### config.mk
export PLATFORM = sky130hd
export DESIGN_NAME = control_fsm_multicycle
export DESIGN_NICKNAME = d
export VERILOG_FILES = /design/src/rtl/control_fsm_multicycle.sv
export SDC_FILE = /design/constraint.sdc
export NUM_CORES = 1
export LEC_CHECK = 0
export ABC_AREA = 1
export BUFFER_PORTS_ARGS = -buffer_cell sky130_fd_sc_hd__buf_2
export CORE_AREA = 5 5 47 49
export CTS_BUF_LIST = sky130_fd_sc_hd__clkbuf_16
export DETAILED_ROUTE_END_ITERATION = 16
export DIE_AREA = 0 0 52 54
export HOLD_SLACK_MARGIN = 0.05
export PLACE_DENSITY = 0.78
export REMOVE_ABC_BUFFERS = 1
export SLEW_MARGIN = 5
export SYNTH_ARGS = -nofsm -noshare
export SYNTH_HDL_FRONTEND = slang
export SYNTH_SLANG_ARGS = --single-unit
### constraint.sdc
create_clock -name clk -period 1.9 [get_ports clk]
set_input_delay 0.285 -clock clk [delete_from_list [all_inputs] [get_ports clk]]
set_output_delay 0.285 -clock clk [all_outputs]
set_load 0.01 [all_outputs]
### src/rtl/control_fsm_multicycle.sv
// Multi-cycle RV32I control FSM: fetch/decode/execute/writeback sequencing with memory stall timeout trap.
// Optional retired-instruction counter output `instret` enabled by defining CTRL_PERF_COUNTER_EN.
module control_fsm_multicycle #(
  parameter int unsigned TIMEOUT_CYCLES = 15,
  parameter int unsigned WAIT_W         = 4
) (
  input  logic       clk,
  input  logic       rst_n,
  input  logic [6:0] opcode,
  input  logic       mem_ready,
  output logic       mem_req,
  output logic       mem_write,
  output logic       adr_src,
  output logic       ir_write,
  output logic       pc_update,
  output logic       branch,
  output logic       reg_write,
  output logic [1:0] alu_src_a,
  output logic [1:0] alu_src_b,
  output logic [1:0] alu_op,
  output logic [1:0] result_src,
  output logic [2:0] imm_src,
  output logic       fault
`ifdef CTRL_PERF_COUNTER_EN
  ,
  output logic [31:0] instret
`endif
);

  localparam logic [6:0] OP_LOAD  = 7'd3;
  localparam logic [6:0] OP_OPIMM = 7'd19;
  localparam logic [6:0] OP_STORE = 7'd35;
  localparam logic [6:0] OP_OP    = 7'd51;
  localparam logic [6:0] OP_BEQ   = 7'd99;
  localparam logic [6:0] OP_JAL   = 7'd111;

  typedef enum logic [3:0] {
    S_RESET, S_FETCH, S_DECODE, S_MEMADR, S_MEMREAD, S_MEMWB, S_MEMWRITE,
    S_EXECUTER, S_EXECUTEI, S_ALUWB, S_BEQ, S_JAL, S_TRAP
  } state_t;

  state_t            state, state_next;
  logic [WAIT_W-1:0] stall_cnt;
  logic              stall_state;
  logic              timeout_hit;

  assign stall_state = (state == S_FETCH) || (state == S_MEMREAD) || (state == S_MEMWRITE);
  assign timeout_hit = (TIMEOUT_CYCLES != 0) && !mem_ready &&
                       (stall_cnt == WAIT_W'(TIMEOUT_CYCLES));

  always_ff @(posedge clk or negedge rst_n) begin
    if (!rst_n) state <= S_RESET;
    else        state <= state_next;
  end

  always_ff @(posedge clk or negedge rst_n) begin
    if (!rst_n)
      stall_cnt <= '0;
    else if ((state_next != state) || mem_ready || !stall_state)
      stall_cnt <= '0;
    else
      stall_cnt <= stall_cnt + WAIT_W'(1);
  end

  always_comb begin
    state_next = state;
    mem_req    = 1'b0;
    mem_write  = 1'b0;
    adr_src    = 1'b0;
    ir_write   = 1'b0;
    pc_update  = 1'b0;
    branch     = 1'b0;
    reg_write  = 1'b0;
    alu_src_a  = 2'b00;
    alu_src_b  = 2'b00;
    alu_op     = 2'b00;
    result_src = 2'b00;
    fault      = 1'b0;
    case (state)
      S_RESET: state_next = S_FETCH;
      S_FETCH: begin
        mem_req    = 1'b1;
        alu_src_b  = 2'b10;
        result_src = 2'b10;
        ir_write   = mem_ready;
        pc_update  = mem_ready;
        if (mem_ready)        state_next = S_DECODE;
        else if (timeout_hit) state_next = S_TRAP;
      end
      S_DECODE: begin
        alu_src_a = 2'b01;
        alu_src_b = 2'b01;
        case (opcode)
          OP_LOAD, OP_STORE: state_next = S_MEMADR;
          OP_OP:             state_next = S_EXECUTER;
          OP_OPIMM:          state_next = S_EXECUTEI;
          OP_BEQ:            state_next = S_BEQ;
          OP_JAL:            state_next = S_JAL;
          default:           state_next = S_TRAP;
        endcase
      end
      S_MEMADR: begin
        alu_src_a = 2'b10;
        alu_src_b = 2'b01;
        if (opcode == OP_LOAD)       state_next = S_MEMREAD;
        else if (opcode == OP_STORE) state_next = S_MEMWRITE;
        else                         state_next = S_TRAP;
      end
      S_MEMREAD: begin
        mem_req = 1'b1;
        adr_src = 1'b1;
        if (mem_ready)        state_next = S_MEMWB;
        else if (timeout_hit) state_next = S_TRAP;
      end
      S_MEMWB: begin
        result_src = 2'b01;
        reg_write  = 1'b1;
        state_next = S_FETCH;
      end
      S_MEMWRITE: begin
        mem_req   = 1'b1;
        adr_src   = 1'b1;
        mem_write = 1'b1;
        if (mem_ready)        state_next = S_FETCH;
        else if (timeout_hit) state_next = S_TRAP;
      end
      S_EXECUTER: begin
        alu_src_a  = 2'b10;
        alu_op     = 2'b10;
        state_next = S_ALUWB;
      end
      S_EXECUTEI: begin
        alu_src_a  = 2'b10;
        alu_src_b  = 2'b01;
        alu_op     = 2'b10;
        state_next = S_ALUWB;
      end
      S_ALUWB: begin
        reg_write  = 1'b1;
        state_next = S_FETCH;
      end
      S_BEQ: begin
        alu_src_a  = 2'b10;
        alu_op     = 2'b01;
        branch     = 1'b1;
        state_next = S_FETCH;
      end
      S_JAL: begin
        alu_src_a  = 2'b01;
        alu_src_b  = 2'b10;
        pc_update  = 1'b1;
        state_next = S_ALUWB;
      end
      S_TRAP:  fault = 1'b1;
      default: state_next = S_TRAP;
    endcase
  end

  // Decoded from opcode in every active state; held at 0 in RESET and TRAP.
  always_comb begin
    imm_src = 3'b000;
    if ((state != S_RESET) && (state != S_TRAP)) begin
      case (opcode)
        OP_STORE: imm_src = 3'b001;
        OP_BEQ:   imm_src = 3'b010;
        OP_JAL:   imm_src = 3'b011;
        default:  imm_src = 3'b000;
      endcase
    end
  end

`ifdef CTRL_PERF_COUNTER_EN
  logic retire;

  assign retire = (state_next == S_FETCH) &&
                  ((state == S_MEMWB) || (state == S_ALUWB) ||
                   (state == S_BEQ)   || (state == S_MEMWRITE));

  always_ff @(posedge clk or negedge rst_n) begin
    if (!rst_n)      instret <= '0;
    else if (retire) instret <= instret + 32'd1;
  end
`endif

endmodule
==> out/metrics.cfg, run 1 <==
[cells_and_area]
design_area_um2=1010
area_growth_pct=32.2
layout.nets=174
antenna_cells=0
drive_above_1_share=0.292
nFillCells=186

[worst_setup_path]
crit_slowest_cell=dfrtp_1
worst-path-max-fanout=7
crit_start=state[0]$_DFF_PN0_
path_depth=7
cp.arrival_ns=1.43
cp-end-kind=output pin
worstSetupPathType=flop to output pin
r2r-end=stall_cnt[1]$_DFF_PN0_
endpoint=pc_update
path_cells=inv_2 -> nor2_1 -> nand2_2 -> nor2_1 -> inv_1 -> nand2_1 -> buf_2
reg2reg_from=stall_cnt[0]$_DFF_PN0_
cp_num_buf_inv=3
slowest_delay_ns=0.45
start_kind=flop
reg2reg_slack_ns=0.34
critPathRequiredTime_ns=1.62
worstRegToRegCells=10
path_delay_family=simple AND/OR/NAND/NOR gates
path_common_cell=nor2_1

[sta]
setup_viol=0
fin_crit_ns=1.72
final.period_utilization=0.905
hold_viol=0
skew_ns=0.00115
max_freq_mhz=582
rsz0062_at_grt=false
setup_tns_ns=0
maxSlewViolCount=0

[placement]
portBuffers=27
place.gp.congestion=0.900
place_hpwl_um=1650
postPlaceCellArea_um2=927

[min_path]
hold_path.class=primary input to flop

[global_routing]
met1_usage=0.198
grt_max_degree=9
grt_pass1_vias=777
grt_pass1_wl_um=3260
overflow=0
grt_usage=0.159
grtUsageMet3=0.0360
antenna_found_initial=0
met2_usage=0.270
top_usage_layer=met2

[clock_tree]
clk_path_buf_depth=2
cts_buffers=3
htree_levels=1
cts_repair_resize_count=0
clk_pin_slew_ns=0.04
ctsRootBufferMaster=clkbuf_16
cts_tree=done
clk_latency_ns=0.23
cts.sink_count=8

[yosys]
synthesis.instances=131
avgSynthCellArea_um2=5.85
synth-seq-area-share=0.261
synth-seq-cells=8
ys_types=22
synth_area_um2=766
yosysWarnings=0

[drt]
wl_per_cell_um=10.7
ant_nets=0
drt-vias-per-instance=4.69
drt_iter0_drc=13
dr.pass1.iters=4
route.detailed.drc=0
drt-total-wl_um=2010
vias=882

[pwr]
power.density_nw_per_um2=553
p_leak_nw=0.630
peakVddDrop_mv=0.529

[outcome]
status=finished, final reports clean

[die]
initial_core_util=0.420
rows=16
core_um2=1820
die_x_um=52
die_y_um=54
die-area_um2=2810
io_pins=29

[flow_run]
maxCapViolCount=0

[kinds of logic after synthesis]
group	after synthesis	synth area share
fa+ha+maj	1	0.0163
buf+inv	28	0.142
other cells	1	0.00490
compound gates	10	0.0768
xor+xnor	2	0.0229
flops	8	0.261
simple gates	81	0.475
[worst min path at each step]
stage	startpoint	endpoint	slack, ns	cells after the start
floorplan	rst_n	stall_cnt[0]$_DFF_PN0_	-0.01	0
global placement	rst_n	stall_cnt[2]$_DFF_PN0_	0.13	1
detailed placement	rst_n	stall_cnt[2]$_DFF_PN0_	0.14	1
CTS	mem_ready	state[0]$_DFF_PN0_	0.33	3
global route	mem_ready	state[0]$_DFF_PN0_	0.35	3
finish	mem_ready	state[0]$_DFF_PN0_	0.33	3
[repair_timing]
action,in CTS,in global routing
hold buffers,1,0
buffers inserted,0,0
endpoints found under the hold margin,8,0
[worst min-delay path, delay by kind of cell]
| family | cells | cell delay, ns |
|---|---|---|
| AOI/OAI and AO/OA | 1 | 0.08 |
| buffers and inverters | 1 | 0.11 |
| and+or+nand+nor | 1 | 0.06 |
[cell usage after synthesis]
cell | number | area, um2
nand3_1 | 7 | 35.0
a21oi_1 | 5 | 25.0
o22ai_1 | 1 | 6.26
xnor2_1 | 1 | 8.76
and3_1 | 1 | 6.26
nand4_1 | 3 | 18.8
conb_1 | 1 | 3.75
nand4_2 | 1 | 12.5
inv_1 | 22 | 82.6
inv_2 | 5 | 18.8
o2111ai_1 | 2 | 17.5
xor2_1 | 1 | 8.76
nor2_1 | 18 | 67.6
ha_1 | 1 | 12.5
buf_4 | 1 | 7.51
dfrtp_1 | 8 | 200
nand3_2 | 1 | 10.0
nor2_2 | 4 | 25.0
o21ai_0 | 2 | 10.0
nand2_1 | 39 | 146
nor3_1 | 1 | 5.00
nand2_2 | 6 | 37.5
[sequential cells by signal, summed over array words and instances, names as in the netlist]
signal	flops
stall_cnt	4
state	4
[per-layer routing]
| layer | up-vias | part of all wire | routed length, um |
|---|---|---|---|
| met1 | 393 | 0.44 | 890 |
| met3 | 3 | 0.061 | 122 |
| met5 | - | 0 | 0 |
| met4 | 0 | 0.013 | 27 |
| li1 | 462 | - | - |
| met2 | 24 | 0.48 | 966 |
[cell usage in the layout (no fill, tap or decap), types with 2 or more instances in the layout]
cell,instances
nor2_2,4
dfrtp_1,8
buf_2,27
a21oi_1,5
inv_1,22
nand3_1,7
o2111ai_1,2
nor2_1,18
nand2_2,6
o21ai_0,2
nand4_1,3
clkbuf_16,3
inv_2,5
nand2_1,39
[per-stage QoR]
step	hold slack (ns)	util	setup WS, ns	instances	power, mW
2_1_floorplan	-0.0106	-	0.525	130	0.187
3_3_place_gp	0.133	0.509	0.378	184	0.203
3_5_place_dp	0.141	0.509	0.350	184	0.204
4_1_cts	0.327	0.556	0.190	188	0.566
5_1_grt	0.347	0.556	0.0285	188	0.581
6_report	0.330	0.556	0.181	188	0.559
[report_power, final]
part           internal (mW)  switching [mW]  total [mW]
Combinational         0.0123          0.0200      0.0323
Sequential             0.171               0       0.171
Clock                  0.272          0.0843       0.356
Total                  0.455           0.104       0.559
[layout make-up]
type	count	area, um2	area share
multi-input combinational	95	457	0.451
sequential	8	200	0.198
timing repair buffer	28	145	0.143
inverter	27	101	0.100
clock buffer	3	75.1	0.0742
tap	27	33.8	0.0334
(Power assumes the default switching activity.)
==> inputs of run 2 (changes only) <==
--- a/config.mk
+++ b/config.mk
@@ -7,12 +7,13 @@
 export LEC_CHECK = 0
 export ABC_AREA = 1
 export BUFFER_PORTS_ARGS = -buffer_cell sky130_fd_sc_hd__buf_2
-export CORE_AREA = 5 5 47 49
+export CORE_AREA = 5 5 49 51
 export CTS_BUF_LIST = sky130_fd_sc_hd__clkbuf_16
 export DETAILED_ROUTE_END_ITERATION = 16
-export DIE_AREA = 0 0 52 54
+export DIE_AREA = 0 0 54 56
 export HOLD_SLACK_MARGIN = 0.05
-export PLACE_DENSITY = 0.78
+export MAX_ROUTING_LAYER = met4
+export PLACE_DENSITY = 0.73
 export REMOVE_ABC_BUFFERS = 1
 export SLEW_MARGIN = 5
 export SYNTH_ARGS = -nofsm -noshare
==> run 2 against run 1 <==
Against the previous run:
- design area unchanged
- sequential share of layout area stayed put
- clock skew about the same
- die area rose by 7.7%
- non-clock buffer count stayed put
- sequential power about the same
- routed wire length increased by 1.4%
- via count stayed put
- clock-buffer cell count stayed put
- maximum frequency is 3.1% lower
- cell count unchanged
==> out/metrics.cfg, run 2 (synthesized netlist as in run 1, its figures left out) <==
[outcome]
status=finished, final reports clean

[die]
io_pins=29  ; unchanged
initial_core_util=0.403  ; -0.0177
die_y_um=56  ; +3.7%
core_um2=1900  ; +4.4%
rows=16  ; unchanged
die_x_um=54  ; +3.8%
die-area_um2=3020  ; +7.7%

[worst_setup_path]
crit_slowest_cell=dfrtp_1
cp.arrival_ns=1.49  ; +0.06 ns
critPathRequiredTime_ns=1.62  ; about the same
worstSetupPathType=flop to output pin
worst-path-max-fanout=7  ; unchanged
start_kind=flop
slowest_delay_ns=0.44  ; about the same
path_cells=inv_2 -> nor2_1 -> nand2_2 -> nor2_1 -> inv_1 -> nand2_1 -> buf_2
path_common_cell=nor2_1
cp-end-kind=output pin

[flow_run]
maxCapViolCount=0  ; unchanged

[drt]
route.detailed.drc=0  ; unchanged
vias=882  ; unchanged
ant_nets=0  ; unchanged
wl_per_cell_um=10.8  ; +1.4%
drt_iter0_drc=21  ; +8
drt-vias-per-instance=4.69  ; unchanged
dr.pass1.iters=4  ; unchanged
drt-total-wl_um=2040  ; +1.4%

[global_routing]
grt_usage=0.147  ; -0.0120
antenna_found_initial=0  ; unchanged
overflow=0  ; unchanged
grt_pass1_wl_um=3190  ; -2.1%
grt_max_degree=9  ; unchanged
grt_pass1_vias=797  ; +2.6%

[clock_tree]
clk_pin_slew_ns=0.04  ; about the same
htree_levels=1  ; unchanged
cts_tree=done
cts_repair_resize_count=0  ; unchanged
cts_buffers=3  ; unchanged
cts_setup_buffers=0  ; unchanged
cts.sink_count=8  ; unchanged
clk_latency_ns=0.23  ; about the same
postCtsHoldBufs=1  ; unchanged
clk_path_buf_depth=2  ; unchanged
ctsRootBufferMaster=clkbuf_16

[pwr]
total_power_mw=0.553  ; -1.1%
power.density_nw_per_um2=546  ; -1.1%
peakVddDrop_mv=0.393  ; -26%
p_leak_nw=0.630  ; unchanged

[cells_and_area]
layout.nets=174  ; unchanged
area_growth_pct=32.2  ; unchanged
nFillCells=188  ; +1.1%
final_core_util=0.532  ; -0.0234
drive_above_1_share=0.292  ; unchanged
ff_latch_area_um2=200  ; unchanged
layout_commonest_cell=nand2_1
multiInputGateArea_um2=457  ; unchanged
top_regs=stall_cnt (4), state (4)
antenna_cells=0  ; unchanged
layout_common_cells=nand2_1, buf_2, inv_1, nor2_1, dfrtp_1

[sta]
fin_crit_ns=1.77  ; +0.0548 ns
setup_tns_ns=0  ; unchanged
max_freq_mhz=564  ; -3.1%
hold_slack_ns=0.344  ; +0.0147 ns
hold_viol=0  ; unchanged
fin_ws_ns=0.126  ; -0.0548 ns
setup_viol=0  ; unchanged
rsz0062_at_grt=false
final.period_utilization=0.934  ; +0.0289
skew_ns=0.00114  ; -0.0000167 ns
maxSlewViolCount=0  ; unchanged

[placement]
portBuffers=27  ; unchanged
place_hpwl_um=1680  ; +2.1%
place.gp.congestion=0.939  ; +4.3%
place_ws_ns=0.322  ; -0.0282 ns

[min_path]
hold_path.class=primary input to flop

run 2: area by class of cell:
| type | count | share of cell area |
|---|---|---|
| clock buffer | 3 | 0.0742 |
| inverter | 27 | 0.100 |
| multi-input combinational | 95 | 0.451 |
| sequential | 8 | 0.198 |
| tap | 27 | 0.0334 |
| timing repair buffer | 28 | 0.143 |
run 2: critical path, delay by kind of cell, from the launching register on:
kind                   cells  cell delay [ns]
AND/OR/NAND/NOR            4             0.55
buffers and inverters      3             0.28
flip-flops                 1             0.44
run 2: stage by stage:
stage,area [um2],instances
finish,1010,188
global route,1010,188
CTS,1010,188
detailed placement,927,184
global placement,927,184
floorplan,758,130
run 2: path summary, 6_finish.rpt:
path,from,end,slack (ns),cells past startpoint
max,state[0]$_DFF_PN0_,pc_update,0.13,7
min,mem_ready,state[0]$_DFF_PN0_,0.34,3
max reg2reg,state[3]$_DFF_PN0_,stall_cnt[0]$_DFF_PN0_,0.29,9
min reg2reg,stall_cnt[0]$_DFF_PN0_,stall_cnt[0]$_DFF_PN0_,0.47,1
max in group asynchronous,rst_n,state[3]$_DFF_PN0_,1.31,2
min in group asynchronous,rst_n,state[0]$_DFF_PN0_,0.42,2
run 2: routing by layer:
| layer | part of all wire | global-route usage | vias to the layer above | wire (um) |
|---|---|---|---|---|
| met4 | 0.027 | 0.0747 | 0 | 55 |
| met3 | 0.057 | 0.0322 | 5 | 116 |
| met2 | 0.50 | 0.246 | 28 | 1020 |
| met5 | 0 | - | - | 0 |
| met1 | 0.41 | 0.156 | 386 | 837 |
| li1 | - | - | 463 | - |
run 2: power breakdown:
part           leakage, nW  switching (mW)  internal (mW)
clock               0.0370          0.0792          0.271
combinational        0.492          0.0193         0.0123
sequential           0.101               0          0.171
total                0.630          0.0984          0.455
==> inputs of run 3 (changes only) <==
--- a/config.mk
+++ b/config.mk
@@ -7,13 +7,14 @@
 export LEC_CHECK = 0
 export ABC_AREA = 1
 export BUFFER_PORTS_ARGS = -buffer_cell sky130_fd_sc_hd__buf_2
+export CAP_MARGIN = 5
 export CORE_AREA = 5 5 49 51
 export CTS_BUF_LIST = sky130_fd_sc_hd__clkbuf_16
 export DETAILED_ROUTE_END_ITERATION = 16
 export DIE_AREA = 0 0 54 56
 export HOLD_SLACK_MARGIN = 0.05
 export MAX_ROUTING_LAYER = met4
-export PLACE_DENSITY = 0.73
+export PLACE_DENSITY = 0.71
 export REMOVE_ABC_BUFFERS = 1
 export SLEW_MARGIN = 5
 export SYNTH_ARGS = -nofsm -noshare
==> run 3 against run 2 <==
Against the previous run:
- largest power group unchanged
- critical path depth is the same
- critical endpoint unchanged
- non-clock buffer count stayed put
- sequential power hardly changed
- first-iteration DRC count shrank 67%
==> out/metrics.cfg, run 3 (synthesized netlist as in run 1, its figures left out) <==
[outcome]
status=finished, final reports clean

[clock_tree]
clk_pin_slew_ns=0.04  ; about the same
cts.sink_count=8  ; unchanged
clk_path_buf_depth=2  ; unchanged
cts_tree=done
cts_buffers=3  ; unchanged
clk_latency_ns=0.23  ; about the same
htree_levels=1  ; unchanged
ctsRootBufferMaster=clkbuf_16

[cells_and_area]
final_core_util=0.532  ; unchanged
antenna_cells=0  ; unchanged
layout_common_cells=nand2_1, buf_2, inv_1, nor2_1, dfrtp_1
nFillCells=202  ; +7.4%
layout.nets=174  ; unchanged
top_regs=stall_cnt (4), state (4)
layout_commonest_cell=nand2_1
drive_above_1_share=0.292  ; unchanged
area_growth_pct=32.2  ; unchanged

[pwr]
power.density_nw_per_um2=546  ; -0.12%
p_leak_nw=0.630  ; unchanged
peakVddDrop_mv=0.495  ; +26%

[placement]
place_hpwl_um=1750  ; +4.0%
portBuffers=27  ; unchanged
place.gp.congestion=0.906  ; -3.6%
place_ws_ns=0.348  ; +0.0259 ns

[sta]
rsz0062_at_grt=false
setup_tns_ns=0  ; unchanged
hold_viol=0  ; unchanged
max_freq_mhz=575  ; +2.0%
fin_crit_ns=1.74  ; -0.0353 ns
setup_viol=0  ; unchanged
skew_ns=0.00162  ; +0.000487 ns
maxSlewViolCount=0  ; unchanged
final.period_utilization=0.915  ; -0.0186
hold_slack_ns=0.341  ; -0.00323 ns
fin_ws_ns=0.161  ; +0.0353 ns

[worst_setup_path]
path_delay_family=simple AND/OR/NAND/NOR gates
worstSetupPathType=flop to output pin
start_kind=flop
slowest_delay_ns=0.44  ; about the same
cp.arrival_ns=1.45  ; -0.04 ns
path_cells=inv_2 -> nor2_1 -> nand2_2 -> nor2_1 -> inv_1 -> nand2_1 -> buf_2
cp-end-kind=output pin
critPathRequiredTime_ns=1.62  ; about the same
cp_num_buf_inv=3  ; unchanged
path_common_cell=nor2_1
crit_slowest_cell=dfrtp_1
worst-path-max-fanout=7  ; unchanged
reg2reg_slack_ns=0.34  ; +0.05 ns

[global_routing]
met1_usage=0.180  ; +0.0234
grt_pass1_wl_um=3340  ; +4.5%
overflow=0  ; unchanged
grt_usage=0.152  ; +0.00558
grtUsageMet3=0.0402  ; +0.00804
top_usage_layer=met2
antenna_found_initial=0  ; unchanged
grt_max_degree=9  ; unchanged
met2_usage=0.244  ; -0.00173
grt_pass1_vias=806  ; +1.1%

[drt]
ant_nets=0  ; unchanged
dr.pass1.iters=4  ; unchanged
drt-total-wl_um=2020  ; -0.79%
drt-vias-per-instance=4.73  ; +0.79%
wl_per_cell_um=10.7  ; -0.79%
vias=889  ; +0.79%
route.detailed.drc=0  ; unchanged
drt_iter0_drc=7  ; -67%

[die]
core_um2=1900  ; unchanged
die-area_um2=3020  ; unchanged
die_x_um=54  ; unchanged
die_y_um=56  ; unchanged
rows=16  ; unchanged
io_pins=29  ; unchanged
initial_core_util=0.403  ; unchanged

[min_path]
hold_path.class=primary input to flop

[flow_run]
maxCapViolCount=0  ; unchanged

-- run 3: cell counts in the layout (fill, tap and decap cells not counted) --
Identical to the previous run, type by type.
-- run 3: per-layer routing --
| metal | vias up | part of all wire |
|---|---|---|
| li1 | 464 | - |
| met1 | 401 | 0.43 |
| met2 | 22 | 0.50 |
| met3 | 2 | 0.056 |
| met4 | 0 | 0.011 |
| met5 | - | 0 |
-- run 3: worst min-delay path, delay by kind of cell --
kind | cells | cell delay (ns)
AND/OR/NAND/NOR | 1 | 0.06
AO/OA/AOI/OAI | 1 | 0.08
buffers and inverters | 1 | 0.10
-- run 3: power breakdown --
group / switching, mW / internal [mW] / total [mW] / leakage (nW)
Clock: 0.0781 / 0.271 / 0.349 / 0.0370
Sequential: 0 / 0.171 / 0.171 / 0.101
Combinational: 0.0197 / 0.0123 / 0.0320 / 0.492
-- run 3: final timing paths --
kind	startpoint	to	cells past startpoint
worst max-delay path	state[0]$_DFF_PN0_	pc_update	7
worst min-delay path	mem_ready	state[0]$_DFF_PN0_	3
worst max register to register	state[3]$_DFF_PN0_	stall_cnt[0]$_DFF_PN0_	9
worst min register to register	stall_cnt[0]$_DFF_PN0_	stall_cnt[0]$_DFF_PN0_	1
max in group asynchronous	rst_n	state[2]$_DFF_PN0_	2
min in group asynchronous	rst_n	stall_cnt[3]$_DFF_PN0_	2
-- run 3: repair_timing --
item | in CTS | in global routing
resized for setup | 0 | 0
hold buffers | 1 | 0
buffers inserted | 0 | 0
hold endpoints to repair | 8 | 0
-- run 3: final cells by class --
cell class / count / area [um2] / area share
Tap cell: 27 / 33.8 / 0.0334
Sequential cell: 8 / 200 / 0.198
Timing Repair Buffer: 28 / 145 / 0.143
Clock buffer: 3 / 75.1 / 0.0742
Inverter: 27 / 101 / 0.100
Multi-Input combinational cell: 95 / 457 / 0.451
-- run 3: stage by stage --
step,total power [mW],area [um2],cells
6_report,0.552,1010,188
5_1_grt,0.584,1010,188
4_1_cts,0.564,1010,188
3_5_place_dp,0.204,927,184
3_3_place_gp,0.203,927,184
2_1_floorplan,0.187,758,130
